[src/rtl/point_mult_sequencer.sv]
// Sequential MSB-first double-and-add scalar-point multiplier controller.
// Shares one external combinational point adder over 2*WIDTH cycles; latency does not depend on n.
`ifndef DATAWIDTH
`define DATAWIDTH 8
`endif

module point_mult_sequencer #(
    parameter int unsigned WIDTH = `DATAWIDTH
) (
    input  logic             clk,
    input  logic             rst,
    input  logic             start,
    input  logic [WIDTH-1:0] n,
    input  logic [WIDTH-1:0] Qx,
    input  logic [WIDTH-1:0] Qy,
    output logic             busy,
    output logic             done,
    output logic [WIDTH-1:0] Rx_out,
    output logic [WIDTH-1:0] Ry_out,
    output logic [WIDTH-1:0] add_Px,
    output logic [WIDTH-1:0] add_Py,
    output logic [WIDTH-1:0] add_Qx,
    output logic [WIDTH-1:0] add_Qy,
    input  logic [WIDTH-1:0] add_Rx,
    input  logic [WIDTH-1:0] add_Ry
);

    localparam int unsigned IdxW = (WIDTH > 1) ? $clog2(WIDTH) : 1;
    localparam logic [IdxW-1:0] IdxTop = IdxW'(WIDTH - 1);

    typedef enum logic [1:0] {StIdle, StDouble, StAdd, StDone} state_e;

    state_e           state_q, state_d;
    logic [WIDTH-1:0] n_q, n_d;
    logic [WIDTH-1:0] qx_q, qx_d, qy_q, qy_d;
    logic [WIDTH-1:0] acc_x_q, acc_x_d, acc_y_q, acc_y_d;
    logic [WIDTH-1:0] t_x_q, t_x_d, t_y_q, t_y_d;
    logic [WIDTH-1:0] rx_q, rx_d, ry_q, ry_d;
    logic [IdxW-1:0]  idx_q, idx_d;
    logic [WIDTH-1:0] sel_x, sel_y;

    always_ff @(posedge clk) begin
        if (rst) begin
            state_q <= StIdle;
            n_q     <= '0;
            qx_q    <= '0;
            qy_q    <= '0;
            acc_x_q <= '0;
            acc_y_q <= '0;
            t_x_q   <= '0;
            t_y_q   <= '0;
            rx_q    <= '0;
            ry_q    <= '0;
            idx_q   <= '0;
        end else begin
            state_q <= state_d;
            n_q     <= n_d;
            qx_q    <= qx_d;
            qy_q    <= qy_d;
            acc_x_q <= acc_x_d;
            acc_y_q <= acc_y_d;
            t_x_q   <= t_x_d;
            t_y_q   <= t_y_d;
            rx_q    <= rx_d;
            ry_q    <= ry_d;
            idx_q   <= idx_d;
        end
    end

    always_comb begin
        state_d = state_q;
        n_d     = n_q;
        qx_d    = qx_q;
        qy_d    = qy_q;
        acc_x_d = acc_x_q;
        acc_y_d = acc_y_q;
        t_x_d   = t_x_q;
        t_y_d   = t_y_q;
        rx_d    = rx_q;
        ry_d    = ry_q;
        idx_d   = idx_q;
        busy    = 1'b0;
        done    = 1'b0;
        add_Px  = '0;
        add_Py  = '0;
        add_Qx  = '0;
        add_Qy  = '0;
        // The add result is always computed; the bit only picks which value is kept.
        sel_x   = n_q[idx_q] ? add_Rx : t_x_q;
        sel_y   = n_q[idx_q] ? add_Ry : t_y_q;

        case (state_q)
            StIdle: begin
                if (start) begin
                    n_d     = n;
                    qx_d    = Qx;
                    qy_d    = Qy;
                    acc_x_d = '0;
                    acc_y_d = '0;
                    idx_d   = IdxTop;
                    state_d = StDouble;
                end
            end
            StDouble: begin
                busy    = 1'b1;
                add_Px  = acc_x_q;
                add_Py  = acc_y_q;
                add_Qx  = acc_x_q;
                add_Qy  = acc_y_q;
                t_x_d   = add_Rx;
                t_y_d   = add_Ry;
                state_d = StAdd;
            end
            StAdd: begin
                busy    = 1'b1;
                add_Px  = t_x_q;
                add_Py  = t_y_q;
                add_Qx  = qx_q;
                add_Qy  = qy_q;
                acc_x_d = sel_x;
                acc_y_d = sel_y;
                if (idx_q == '0) begin
                    rx_d    = sel_x;
                    ry_d    = sel_y;
                    state_d = StDone;
                end else begin
                    idx_d   = idx_q - IdxW'(1);
                    state_d = StDouble;
                end
            end
            StDone: begin
                done    = 1'b1;
                state_d = StIdle;
            end
            default: state_d = StIdle;
        endcase
    end

    assign Rx_out = rx_q;
    assign Ry_out = ry_q;

endmodule

[config.mk]
export PLATFORM = sky130hd
export DESIGN_NAME = point_mult_sequencer
export DESIGN_NICKNAME = d
export VERILOG_FILES = /design/src/rtl/point_mult_sequencer.sv
export SDC_FILE = /design/constraint.sdc
export NUM_CORES = 1
export LEC_CHECK = 0
export ABC_AREA = 1
export ABC_CLOCK_PERIOD_IN_PS = 2500
export BUFFER_PORTS_ARGS = -buffer_cell sky130_fd_sc_hd__buf_2
export CELL_PAD_IN_SITES_DETAIL_PLACEMENT = 0
export CELL_PAD_IN_SITES_GLOBAL_PLACEMENT = 2
export CORE_MARGIN = 2
export CORE_UTILIZATION = 30
export DETAILED_ROUTE_END_ITERATION = 12
export PLACE_DENSITY_LB_ADDON = 0.25
export SYNTH_ARGS = -nofsm -noshare
export SYNTH_HDL_FRONTEND = slang
export SYNTH_SLANG_ARGS = --single-unit
[constraint.sdc]
create_clock -name clk -period 2.5 [get_ports clk]
set_input_delay 0.25 -clock clk [delete_from_list [all_inputs] [get_ports clk]]
set_output_delay 0.25 -clock clk [all_outputs]
set_load 0.005 [all_outputs]
==> flow_summary.yaml <==
status:
  outcome: "finished, final reports clean"
place:
  placed_area_mm2: 0.00427
  routabilityCongestion: 0.823
  dp_hpwl_mm: 7.86
  io_buffers: 92
sta:
  fin_crit_ns: 2.16
  tightest_slew_ns: 0.653
  clock-skew-final_ns: 0.00548
  whs_ns: 0.158
  rsz0062_at_grt: "no"
  slew_violations: 0
  setup_tns_ns: 0
  final_hold_viol_count: 0
  setup_violations: 0
  fin_crit_sh_pct: 86.6
  clock.fmax_ghz: 0.462
  slew_headroom_pct: 56.4
floorplan:
  core-area_mm2: 0.0120
  die-area_mm2: 0.0132
  die_h_um: 115
  dieWidth_um: 115
  ioPinCount: 93
  rows: 40
  start_util_pct: 30.7
synthesis:
  synthesis.area_mm2: 0.00369
  synth.ff_latch_count: 77
  syn_nets: 604
  yosysWarnings: 0
  synth.distinct_cells: 21
  syn_inst: 555
  avgSynthCellArea_um2: 6.66
  seq_area_frac_synth_pct: 41.7
setup_path:
  cp.arrival_ns: 1.91
  slowest_stage: "ha_2"
  cp-start-kind: "flip-flop"
  critical_path_required_ns: 2.25
  worstPathCellList: "inv_1 -> ha_2 -> buf_4 -> nand2_1 -> a21oi_1 -> buf_2"
  cp_top_family: "buffers and inverters"
  cp-end-kind: "output port"
  crit_type: "reg -> out"
  path_buf_inv: 3
  slowest_delay_ns: 0.44
  crit_fanout: 20
clock_network:
  cts.sinks: 77
  cts-root-buf: "clkbuf_16"
  cts_tree: "built"
  clk_latency_ns: 0.34
  htree_levels: 3
  numCtsBuffers: 9
  cts_resized: 0
  cts.clk_slew.worst_paths_ns: 0.06
  cts_buffer_depth: 2
  cts-hold-fix-buffers: 0
  cts_setup_buffers: 0
global_route:
  grt_max_degree: 41
  antenna_found_initial: 0
  grt_first_pass_wirelength_mm: 18.0
  grtUsageTotal_pct: 17.7
  grt_pass1_vias: 3390
  grt-ovfl-total: 0
layout:
  drive_gt1_share_pct: 21.1
  fin_nets: 685
  fillers: 1315
  n_antenna_cell: 0
  area_growth_pct: 24.6
  finalInstanceArea_mm2: 0.00460
detailed_routing:
  num_vias: 3569
  viasPerCell: 4.53
  firstDrtPassIters: 4
  drt_first_iter_violations: 166
  drc: 0
  wl_mm: 11.4
  final_antenna_net_count: 0
  wl_per_cell_um: 14.4
hold_path:
  hold_class: "in -> reg"
power_and_ir_drop:
  powerDensity_mw_per_mm2: 1000
  ir_drop_v: 0.000315
  finalPower_uw: 4620
  p_leak_uw: 0.00221
run:
  drv_cap: 0
[tightest hold or removal path: cells and delay by family]
family / cells / cell delay, ns
AND/OR/NAND/NOR: 1 / 0.07
buffers and inverters: 1 / 0.07
AO/OA/AOI/OAI: 1 / 0.07
[Yosys cell counts]
master | count | area (µm²)
inv_2 | 1 | 3.75
clkbuf_1 | 22 | 82.6
nand2_2 | 10 | 62.6
nand3_1 | 35 | 175
ha_1 | 6 | 75.1
buf_4 | 2 | 15.0
a221oi_1 | 1 | 8.76
buf_1 | 2 | 7.51
nand2_4 | 1 | 11.3
nand3_2 | 3 | 30.0
inv_1 | 69 | 259
nor2_1 | 70 | 263
dfxtp_1 | 77 | 1540
nand3_4 | 2 | 35.0
nand2_1 | 130 | 488
a311oi_1 | 1 | 8.76
a211oi_1 | 2 | 15.0
buf_2 | 5 | 25.0
a21oi_1 | 75 | 375
o21ai_0 | 40 | 200
buf_6 | 1 | 11.3
[power by group]
group / switching, µW / internal [µW] / total [µW]
registers: 137 / 1440 / 1580
logic: 1110 / 482 / 1590
clock network: 521 / 926 / 1450
total: 1760 / 2850 / 4620
[flip-flops by register name, summed over array words and instances, names as in the netlist, 3 cells and up]
name / flops
Rx_out: 8
Ry_out: 8
acc_x_q: 8
acc_y_q: 8
n_q: 8
qx_q: 8
qy_q: 8
t_x_q: 8
t_y_q: 8
idx_q: 3
[placed cells by master (no fill, tap or decap)]
cell	n
a211oi_1	2
a21oi_1	75
a221oi_1	1
a311oi_1	1
buf_2	92
buf_4	10
bufinv_16	2
clkbuf_1	1
clkbuf_16	9
clkbuf_8	2
clkinv_2	2
dfxtp_1	77
ha_1	5
ha_2	1
inv_1	69
inv_2	1
nand2_1	130
nand2_2	10
nand2_4	1
nand3_1	35
nand3_2	3
nand3_4	2
nor2_1	70
o21ai_0	40
[metrics by stage]
stage	cells	setup WS, ns	utilization, %
4_1_cts	788	0.103	38.3
3_5_place_dp	772	0.478	35.6
5_1_grt	788	0.193	38.3
3_3_place_gp	772	0.572	35.6
6_report	788	0.335	38.3
2_1_floorplan	555	0.926	-
[metal layers]
metal  wire, µm  vias up  GRT usage (%)
li1           -     1908              -
met1       6040     1569           25.5
met2       4590       78           25.4
met3        510       14           3.90
met4        219        0           7.39
met5          0        -              0
[area by class of cell]
type                            count  area [µm²]  share of cell area (%)
Timing Repair Buffer              102         536                    11.6
Tap cell                          147         184                    4.00
Sequential cell                    77        1540                    33.5
Clock buffer                       12         256                    5.58
Multi-Input combinational cell    376        1750                    38.0
Clock inverter                      4        70.1                    1.52
Inverter                           70         263                    5.71
[worst paths after layout]
kind                      startpoint  slack (ns)                 endpoint  cells after the start
min reg2reg      n_q[4]$_SDFFE_PP0P_        0.46      n_q[4]$_SDFFE_PP0P_                      2
max reg2reg  state_q[1]$_SDFFE_PP0P_        0.62  acc_y_q[5]$_SDFFE_PP0P_                      9
min                            Qx[7]        0.16     qx_q[7]$_SDFFE_PP0P_                      3
max          state_q[1]$_SDFFE_PP0P_        0.34                add_Qx[6]                      6
[cell families (layout without fill, tap and decap cells)]
logic type	count (synthesis)	in the layout	synth area share, %
compound gates	119	119	16.5
simple gates	251	251	28.8
flops	77	77	41.7
buf+inv	102	188	10.9
fa+ha+maj	6	6	2.03
Note: power is estimated with default switching activity, not from simulation.
